**config.mk**
```make
export PLATFORM = sky130hd
export DESIGN_NAME = prod_batch_acc_flat
export DESIGN_NICKNAME = d
export VERILOG_FILES = /design/src/rtl/prod_batch_acc_if.sv /design/src/rtl/prod_batch_acc.sv /design/src/flat_wrapper.sv
export SDC_FILE = /design/constraint.sdc
export NUM_CORES = 1
export LEC_CHECK = 0
export CAP_MARGIN = 20
export CELL_PAD_IN_SITES_DETAIL_PLACEMENT = 0
export CELL_PAD_IN_SITES_GLOBAL_PLACEMENT = 1
export CORE_ASPECT_RATIO = 1.5
export CORE_MARGIN = 4
export CORE_UTILIZATION = 43
export DETAILED_ROUTE_END_ITERATION = 8
export PLACE_DENSITY_LB_ADDON = 0.3
export SETUP_SLACK_MARGIN = 0.02
export SYNTH_ARGS = -nofsm -noshare
export SYNTH_HDL_FRONTEND = slang
export SYNTH_SLANG_ARGS = --single-unit
```
**constraint.sdc**
```tcl
create_clock -name clk -period 3.3 [get_ports clk]
set_input_delay 0.825 -clock clk [delete_from_list [all_inputs] [get_ports clk]]
set_output_delay 0.825 -clock clk [all_outputs]
set_load 0.02 [all_outputs]
```
**src/rtl/prod_batch_acc_if.sv**
```systemverilog
// Product-stream input and batch-sum output bundle for prod_batch_acc.
// out_max is present only when PROD_BATCH_ACC_MAX_EN is defined.
interface prod_batch_acc_if #(
   parameter int unsigned W = 4
);
   localparam int unsigned SW = 2 * W + 4;

   logic [2*W-1:0] prod;
   logic           in_vld;
   logic           in_rdy;
   logic           clr;
   logic [SW-1:0]  out_sum;
   logic           out_vld;
   logic           out_rdy;
   logic [3:0]     cnt;
`ifdef PROD_BATCH_ACC_MAX_EN
   logic [2*W-1:0] out_max;

   modport master (
      output prod, in_vld, clr, out_rdy,
      input  in_rdy, out_sum, out_vld, cnt, out_max
   );
   modport slave (
      input  prod, in_vld, clr, out_rdy,
      output in_rdy, out_sum, out_vld, cnt, out_max
   );
`else
   modport master (
      output prod, in_vld, clr, out_rdy,
      input  in_rdy, out_sum, out_vld, cnt
   );
   modport slave (
      input  prod, in_vld, clr, out_rdy,
      output in_rdy, out_sum, out_vld, cnt
   );
`endif
endinterface

```
**src/rtl/prod_batch_acc.sv**
```systemverilog
// Sums batches of N accepted products and holds each sum until taken downstream.
// Define PROD_BATCH_ACC_MAX_EN to also report the per-batch maximum product on out_max.
module prod_batch_acc #(
   parameter int unsigned W = 4,
   parameter int unsigned N = 4
) (
   input logic             clk,
   input logic             rst_b,
   prod_batch_acc_if.slave bus
);
   localparam int unsigned SW = 2 * W + 4;
   localparam logic [0:0] ST_ACC  = 1'b0;
   localparam logic [0:0] ST_HOLD = 1'b1;
   localparam logic [3:0] CNT_LAST = 4'(N - 1);

   logic [0:0]    state_q, state_d;
   logic [SW-1:0] sum_q, sum_d;
   logic [SW-1:0] out_sum_q, out_sum_d;
   logic [SW-1:0] sum_inc;
   logic [3:0]    cnt_q, cnt_d;

   assign sum_inc = sum_q + SW'(bus.prod);

   // clr outranks both the accept and the out handshake
   always_comb begin
      state_d   = state_q;
      sum_d     = sum_q;
      cnt_d     = cnt_q;
      out_sum_d = out_sum_q;
      if (bus.clr) begin
         state_d = ST_ACC;
         sum_d   = '0;
         cnt_d   = '0;
      end else if (state_q == ST_HOLD) begin
         if (bus.out_rdy) state_d = ST_ACC;
      end else if (bus.in_vld) begin
         if (cnt_q == CNT_LAST) begin
            out_sum_d = sum_inc;
            sum_d     = '0;
            cnt_d     = '0;
            state_d   = ST_HOLD;
         end else begin
            sum_d = sum_inc;
            cnt_d = cnt_q + 4'd1;
         end
      end
   end

   always_ff @(posedge clk or negedge rst_b) begin
      if (!rst_b) begin
         state_q   <= ST_ACC;
         sum_q     <= '0;
         cnt_q     <= '0;
         out_sum_q <= '0;
      end else begin
         state_q   <= state_d;
         sum_q     <= sum_d;
         cnt_q     <= cnt_d;
         out_sum_q <= out_sum_d;
      end
   end

   assign bus.in_rdy  = (state_q == ST_ACC);
   assign bus.out_vld = (state_q == ST_HOLD);
   assign bus.out_sum = out_sum_q;
   assign bus.cnt     = cnt_q;

`ifdef PROD_BATCH_ACC_MAX_EN
   logic [2*W-1:0] max_q, max_d;
   logic [2*W-1:0] out_max_q, out_max_d;
   logic [2*W-1:0] max_new;

   assign max_new = (bus.prod > max_q) ? bus.prod : max_q;

   always_comb begin
      max_d     = max_q;
      out_max_d = out_max_q;
      if (bus.clr) begin
         max_d = '0;
      end else if ((state_q == ST_ACC) && bus.in_vld) begin
         if (cnt_q == CNT_LAST) begin
            out_max_d = max_new;
            max_d     = '0;
         end else begin
            max_d = max_new;
         end
      end
   end

   always_ff @(posedge clk or negedge rst_b) begin
      if (!rst_b) begin
         max_q     <= '0;
         out_max_q <= '0;
      end else begin
         max_q     <= max_d;
         out_max_q <= out_max_d;
      end
   end

   assign bus.out_max = out_max_q;
`endif
endmodule

```
**src/flat_wrapper.sv**
```systemverilog
// flat-port wrapper written by rule: the top's interface ports become plain ports
module prod_batch_acc_flat 
#(
   parameter int unsigned W = 4,
   parameter int unsigned N = 4
)
  (clk, rst_b, bus_prod, bus_in_vld, bus_clr, bus_out_rdy, bus_in_rdy, bus_out_sum, bus_out_vld, bus_cnt);
  prod_batch_acc_if #(.W(W)) bus_i ();
  input logic clk;
  input logic rst_b;
  input wire logic [$bits(bus_i.prod)-1:0] bus_prod;
  input wire logic [$bits(bus_i.in_vld)-1:0] bus_in_vld;
  input wire logic [$bits(bus_i.clr)-1:0] bus_clr;
  input wire logic [$bits(bus_i.out_rdy)-1:0] bus_out_rdy;
  output wire logic [$bits(bus_i.in_rdy)-1:0] bus_in_rdy;
  output wire logic [$bits(bus_i.out_sum)-1:0] bus_out_sum;
  output wire logic [$bits(bus_i.out_vld)-1:0] bus_out_vld;
  output wire logic [$bits(bus_i.cnt)-1:0] bus_cnt;
  assign bus_i.prod = bus_prod;
  assign bus_i.in_vld = bus_in_vld;
  assign bus_i.clr = bus_clr;
  assign bus_i.out_rdy = bus_out_rdy;
  assign bus_in_rdy = bus_i.in_rdy;
  assign bus_out_sum = bus_i.out_sum;
  assign bus_out_vld = bus_i.out_vld;
  assign bus_cnt = bus_i.cnt;
  prod_batch_acc #(.W(W), .N(N)) u_core (.clk(clk), .rst_b(rst_b), .bus(bus_i));
endmodule
```
==> tab_implementation.tex <==
\begin{tabular}{lr}
\hline
Metric & Value \\
\hline
\multicolumn{2}{l}{\textbf{Yosys}} \\
Commonest register cell after synthesis & sky130\_fd\_sc\_hd\_\_dfrtp\_1 \\
Mean Syn Cell Area & between 10 and 15 µm² \\
Share of synthesized area occupied by flip-flops and latches & 44.1\% \\
Area fraction in and, or, nand and nor cells after synthesis & between 10\% and 20\% \\
Cell count after synthesis & roughly 160 \\
Biggest area consumer among synthesized cells & sky130\_fd\_sc\_hd\_\_dfrtp\_1 \\
Largest family of logic cells by synthesized area & compound AO/OA/AOI/OAI gates \\
Number of distinct library cells after synthesis & 41 \\
Synth Area in XOR/XNOR & approximately 4.8\% \\
Number of synthesis warnings & 0 \\
Total of flip-flops plus latches after synthesis & 29 \\
Async set-reset flop share out of synthesis & 100\% \\
Proportion of netlist area held by the largest area contributor & between 40\% and 50\% \\
Total nets after synthesis & $\sim$190 \\
Adder-cell share of the synthesized area & 8.07\% \\
Portion of netlist area occupied by mux cells & between 4 and 5\% \\
Synth Cell Area & between 1500 and 2000 µm² \\
Top cells by area in the synthesized netlist & sky130\_fd\_sc\_hd\_\_dfrtp\_1, sky130\_fd\_sc\_hd\_\_ha\_1, sky130\_fd\_sc\_hd\_\_nand2\_1 \\
EDFF count, synth & 0 \\
Compound-cell area share of the yosys netlist & between 20\% and 30\% \\
\multicolumn{2}{l}{\textbf{Setup path}} \\
Crit end category & register \\
CP startpoint kind & input port \\
Register-to-register path setup slack & $\sim$1.3 ns \\
Number of cells traversed by the worst register-to-register path & 8 \\
Startpoint of the most critical register-to-register path & u\_core.sum\_q[0]\$\_DFFE\_PN0P\_ \\
Arrival time at the worst endpoint & $\sim$2.8 ns \\
Worst flop-to-flop path endpoint & u\_core.sum\_q[10]\$\_DFFE\_PN0P\_ \\
Crit path launch & bus\_prod[0] \\
Worst endpoint required time & approximately 3.5 ns \\
Worst-path fanout max & 3 \\
Startpoint-to-endpoint class of the critical path & input port to register \\
Crit path capture & u\_core.sum\_q[10]\$\_DFFE\_PN0P\_ \\
\multicolumn{2}{l}{\textbf{Clock tree}} \\
Number of buffers added to fix hold violations after cts & 0 \\
CTS Buf Count & 5 \\
Clock latency on the worst-skew pair & approximately 0.28 ns \\
Number of buffers inserted by post-CTS setup repair & 0 \\
PostCTS Resize Cnt & 0 \\
CTS tree & yes \\
Clock root buffer master & sky130\_fd\_sc\_hd\_\_clkbuf\_8 \\
Sinks on the clock net & 29 \\
Number of buffers between clock root and the deepest sink & 2 \\
CTS clk-pin slew, worst paths & approximately 0.07 ns \\
CTS H-tree lvls & 2 \\
\multicolumn{2}{l}{\textbf{Global route}} \\
First-pass GRT wire length & slightly above 6000 µm \\
Vias in the first global route & around 1400 \\
Total global routing track utilization & between 10\% and 20\% \\
Initial antenna violation count & 0 \\
Maximum number of pins on one net before global-route repair & 30 \\
Global route total overflow & 0 \\
\multicolumn{2}{l}{\textbf{Timing}} \\
Setup violation total in the final timing report & 0 \\
Worst slew pin tran & between 0.3 and 0.4 ns \\
Final Max Tran Viols & 0 \\
Final cycle utilization of the critical path & about four fifths \\
Maximum operating frequency & about 0.37 GHz \\
Max-Slew Margin vs Limit & 73.3\% \\
Setup TNS after final layout & 0 ns \\
Minimum period implied by the final worst setup slack & approximately 2.7 ns \\
Setup repair after global routing missed its margin & false \\
Largest clock skew in the final design & between 0.006 and 0.007 ns \\
Final hold violation count & 0 \\
\multicolumn{2}{l}{\textbf{Floorplanning}} \\
Starting density of the core & between 40\% and 50\% \\
DIE HEIGHT & roughly 84 µm \\
Ports & 31 \\
Site row count & 27 \\
Placeable core region & 3680 µm² \\
Die Width & a little under 60 µm \\
Die Area & between 4000 and 5000 µm² \\
\multicolumn{2}{l}{\textbf{Route}} \\
Detailed Route WL & 3650 µm \\
DRT Pass-1 Iters & 4 \\
Average wire length per cell after detail routing & around 15 µm \\
Vias after detailed routing & between 1000 and 1500 \\
Number of remaining DRC errors & 0 \\
Routed via count divided by cell count & 5.46 \\
First DRT Iteration DRCs & between 40 and 50 \\
Remaining antenna violation count & 0 \\
\multicolumn{2}{l}{\textbf{Power}} \\
Worst-case vdd ir drop & 0.418 mV \\
Static Leak & approximately 0.00093 µW \\
Tot Pwr & around 1100 µW \\
Power per cell area & slightly above 500 nW/µm² \\
\multicolumn{2}{l}{\textbf{Run status}} \\
Status & completed \\
\multicolumn{2}{l}{\textbf{Flow run}} \\
Number of max-cap violations & 0 \\
\multicolumn{2}{l}{\textbf{Min path}} \\
Class of the tightest hold or removal check & register to register \\
\multicolumn{2}{l}{\textbf{Cells and area}} \\
Count of antenna diodes in the layout & 0 \\
Leading cell types in the layout, fill and taps excluded & sky130\_fd\_sc\_hd\_\_clkdlybuf4s50\_1, sky130\_fd\_sc\_hd\_\_dfrtp\_1, sky130\_fd\_sc\_hd\_\_nand2\_1 \\
Final core area utilization & a little under three fifths \\
Share of post-route cells with drive strength above 1 & 13.6\% \\
Synth-to-layout area growth & 28.1\% \\
Leading cell type in the layout, fill and taps excluded & sky130\_fd\_sc\_hd\_\_clkdlybuf4s50\_1 \\
Total Nets Final & around 220 \\
\multicolumn{2}{l}{\textbf{Placed design}} \\
Total of buffers placed on input and output ports & 30 \\
HPWL reported at the end of detailed placement & about 2800 µm \\
Weighted congestion reported at the end of routability-driven placement & between 0.8 and 0.9 \\
\hline
\end{tabular}
where the power goes:
part / switching [µW] / internal, µW / total, µW
registers: 32.2 / 401 / 433
logic: 170 / 150 / 319
clock network: 136 / 188 / 324
total: 338 / 739 / 1080
per-layer routing:
layer | track usage (%) | vias to the layer above | wire length (µm)
met5 | 0 | - | 0
met4 | 8.86 | 0 | 131
met3 | 4.02 | 11 | 163
met2 | 28.2 | 33 | 1890
met1 | 17.9 | 632 | 1460
li1 | - | 645 | -
area by class of cell:
type	instances	area, µm²
Multi-Input combinational cell	119	861
Fill cell	342	1580
Inverter	9	33.8
Sequential cell	29	726
Clock inverter	1	5.00
Timing Repair Buffer	34	330
Clock buffer	7	96.3
Tap cell	43	53.8
worst max-delay path, cell delays in order:
cell,delay (ns)
sky130_fd_sc_hd__clkdlybuf4s50_1,0.46
sky130_fd_sc_hd__ha_1,0.19
sky130_fd_sc_hd__inv_1,0.06
sky130_fd_sc_hd__fa_1,0.41
sky130_fd_sc_hd__and4b_1,0.27
sky130_fd_sc_hd__o21ai_1,0.10
sky130_fd_sc_hd__a211oi_1,0.27
sky130_fd_sc_hd__xnor2_1,0.16
sky130_fd_sc_hd__o21ai_0,0.10
flip-flops by register name, summed over array words and instances (netlist names):
name / count
u_core.bus.cnt: 4
u_core.sum_q: 12
u_core.bus.out_sum: 12
u_core.bus.out_vld: 1
cell families after synthesis:
group	count (synthesis)
XOR/XNOR	9
AO/OA/AOI/OAI	47
adder cells (fa/ha/maj)	10
flip-flops	29
buffers and inverters	15
multiplexers	7
AND/OR/NAND/NOR	46
per-stage QoR:
| step | setup slack (ns) | instances | area, µm² | hold WS (ns) |
|---|---|---|---|---|
| after floorplan | 0.913 | 163 | 1640 | 0.454 |
| after global placement | 0.341 | 234 | 2000 | 0.465 |
| after detailed placement | 0.321 | 234 | 2000 | 0.481 |
| after CTS | 0.610 | 242 | 2110 | 0.495 |
| after global routing | 0.484 | 242 | 2110 | 0.523 |
| final | 0.616 | 242 | 2110 | 0.486 |
how the worst min path moves through the flow:
stage                                       from                                end  slack (ns)  cells after the start
2_1_floorplan        u_core.sum_q[2]$_DFFE_PN0P_        u_core.sum_q[2]$_DFFE_PN0P_        0.45                      2
3_3_place_gp   u_core.bus.out_sum[9]$_DFFE_PN0P_  u_core.bus.out_sum[9]$_DFFE_PN0P_        0.47                      2
3_5_place_dp   u_core.bus.out_sum[9]$_DFFE_PN0P_  u_core.bus.out_sum[9]$_DFFE_PN0P_        0.48                      2
4_1_cts        u_core.bus.out_sum[9]$_DFFE_PN0P_  u_core.bus.out_sum[9]$_DFFE_PN0P_        0.50                      2
5_1_grt        u_core.bus.out_sum[2]$_DFFE_PN0P_  u_core.bus.out_sum[2]$_DFFE_PN0P_        0.52                      2
6_report       u_core.bus.out_sum[9]$_DFFE_PN0P_  u_core.bus.out_sum[9]$_DFFE_PN0P_        0.49                      2
synth_stat cells, types with 2 or more instances:
cell type / count
sky130_fd_sc_hd__dfrtp_1: 29
sky130_fd_sc_hd__nand2_1: 22
sky130_fd_sc_hd__a21oi_1: 12
sky130_fd_sc_hd__o21ai_0: 10
sky130_fd_sc_hd__ha_1: 9
sky130_fd_sc_hd__inv_1: 8
sky130_fd_sc_hd__nor2_1: 6
sky130_fd_sc_hd__xnor2_1: 6
sky130_fd_sc_hd__a22o_1: 5
sky130_fd_sc_hd__clkbuf_1: 5
sky130_fd_sc_hd__mux2_2: 5
sky130_fd_sc_hd__a21o_1: 3
sky130_fd_sc_hd__a21oi_2: 3
sky130_fd_sc_hd__a31oi_1: 3
sky130_fd_sc_hd__nor3_1: 3
sky130_fd_sc_hd__o21ai_1: 3
sky130_fd_sc_hd__xor2_1: 3
sky130_fd_sc_hd__a2111oi_4: 2
sky130_fd_sc_hd__and2_1: 2
sky130_fd_sc_hd__mux2i_1: 2
sky130_fd_sc_hd__nand2b_1: 2
Power figures use the tool's default switching activity.
==> variant, RTL diff (config.mk and constraints unchanged) <==
Take the reset off `sum_q` and `out_sum_q` and load them in a clocked block of their own.
--- a/src/rtl/prod_batch_acc.sv
+++ b/src/rtl/prod_batch_acc.sv
@@ -50,13 +50,14 @@
       if (!rst_b) begin
          state_q   <= ST_ACC;
-         sum_q     <= '0;
          cnt_q     <= '0;
-         out_sum_q <= '0;
       end else begin
          state_q   <= state_d;
-         sum_q     <= sum_d;
          cnt_q     <= cnt_d;
-         out_sum_q <= out_sum_d;
       end
+   end
+
+   always_ff @(posedge clk) begin
+      sum_q     <= sum_d;
+      out_sum_q <= out_sum_d;
    end
 
Behaviour: not the same (a bounded check fails within 10 cycles, from zero or initial values and one cycle with rst_b low).
==> variant against the original RTL <==
- combinational power shrank 42%
- die area shrank 11%
- routed wire length shrank 19%
- worst setup slack gained 0.074 ns
- clock power shrank 9.0%
- sequential cell count is the same
- core utilization grew 2.0 points
- via count shrank 15%
- synthesized area shrank 12%
- power shrank 17%
- design area shrank 10%
- critical path type unchanged
- critical endpoint is now u_core.sum_q[6]
- largest cell class is now sequential cells
- largest power group unchanged
- highest routed layer unchanged
==> variant: results (changes against the original RTL) <==
INFO  metric wl_met2 = 1610 µm (was 1890 µm)
INFO  metric grt_pass1_wl = 5160 µm (was 6200 µm)
INFO  metric postSynthCellCount = 127 (was 163)
INFO  metric drt-wirelength-per-cell = 14.4 µm (was 15.1 µm)
INFO  metric timing.rr.start = u_core.sum_q[0] (unchanged)
INFO  metric status = completed (unchanged)
INFO  metric detailed_place.area = 1800 µm² (was 2000 µm²)
INFO  metric critical_path_s_top_delay_family = compound AO/OA/AOI/OAI gates (was adder cells)
INFO  metric peakVddDrop = 0.287 mV (was 0.418 mV)
INFO  metric critical-path-slowest-cell = sky130_fd_sc_hd__fa_1 (was sky130_fd_sc_hd__clkdlybuf4s50_1)
INFO  metric post_layout_nonfiller_instances = 205 (was 242)
INFO  metric grt_max_degree = 13 (was 30)
INFO  metric route.layer.met1.wl = 1120 µm (was 1460 µm)
INFO  metric global_route.usage.met1 = 0.135 (was 0.179)
INFO  metric place.detailed.instances = 197 (was 234)
INFO  metric netlist_top_cells_count = sky130_fd_sc_hd__a21oi_1, sky130_fd_sc_hd__dfxtp_1, sky130_fd_sc_hd__edfxtp_1 (was sky130_fd_sc_hd__dfrtp_1, sky130_fd_sc_hd__nand2_1, sky130_fd_sc_hd__a21oi_1)
INFO  metric setup.worst_path.end = u_core.sum_q[6] (was u_core.sum_q[10])
INFO  metric synth-edff-count = 12 (was 0)
INFO  metric postSynth.topFlopCell = sky130_fd_sc_hd__edfxtp_1 (was sky130_fd_sc_hd__dfrtp_1)
INFO  metric worstHoldStart = u_core.sum_q[2] (was u_core.bus.out_sum[9])
INFO  metric finalWeightedCongestion = 0.795 (was 0.840)
INFO  metric first_global_vias = 1178 (was 1409)
INFO  metric hold-path-cell-count = 1 (was 2)
INFO  metric critical_path.max_stage_delay = 0.43 ns (was 0.46 ns)
INFO  metric worst_rel_slew_slack = 0.576 (was 0.733)
INFO  metric fraction_of_synthesized_area_in_multiplexers = 0 (was 0.0464)
INFO  metric reg2reg_slack = 1.36 ns (was 1.27 ns)
INFO  metric rr_worst_depth = 6 (was 8)
INFO  metric synthXorXnorAreaFrac = 0.0608 (was 0.0479)
INFO  metric via_count = 1122 (was 1321)
INFO  metric power_leakage = 0.760 nW (was 0.932 nW)
==> variant: cell count changes after synthesis, moves of 5 or more <==
cell | before | now
sky130_fd_sc_hd__edfxtp_1 | 0 | 12
sky130_fd_sc_hd__inv_1 | 8 | 2
sky130_fd_sc_hd__nand2_1 | 22 | 11
sky130_fd_sc_hd__dfrtp_1 | 29 | 5
sky130_fd_sc_hd__o21ai_0 | 10 | 5
sky130_fd_sc_hd__dfxtp_1 | 0 | 12
sky130_fd_sc_hd__mux2_2 | 5 | 0
==> variant: cell type report <==
cell class / instances / area [µm²] / area share
tap: 40 / 50.0 / 0.0265
clock buffer: 8 / 90.1 / 0.0477
inverter: 2 / 7.51 / 0.00398
multi-input combinational: 93 / 692 / 0.366
timing repair buffer: 33 / 323 / 0.171
sequential: 29 / 726 / 0.384
==> variant: power by group <==
group          internal (mW)  total [mW]  leakage, nW  switching, mW
sequential             0.400       0.413        0.277         0.0131
clock                  0.170       0.295       0.0455          0.125
combinational         0.0853       0.185        0.437          0.100
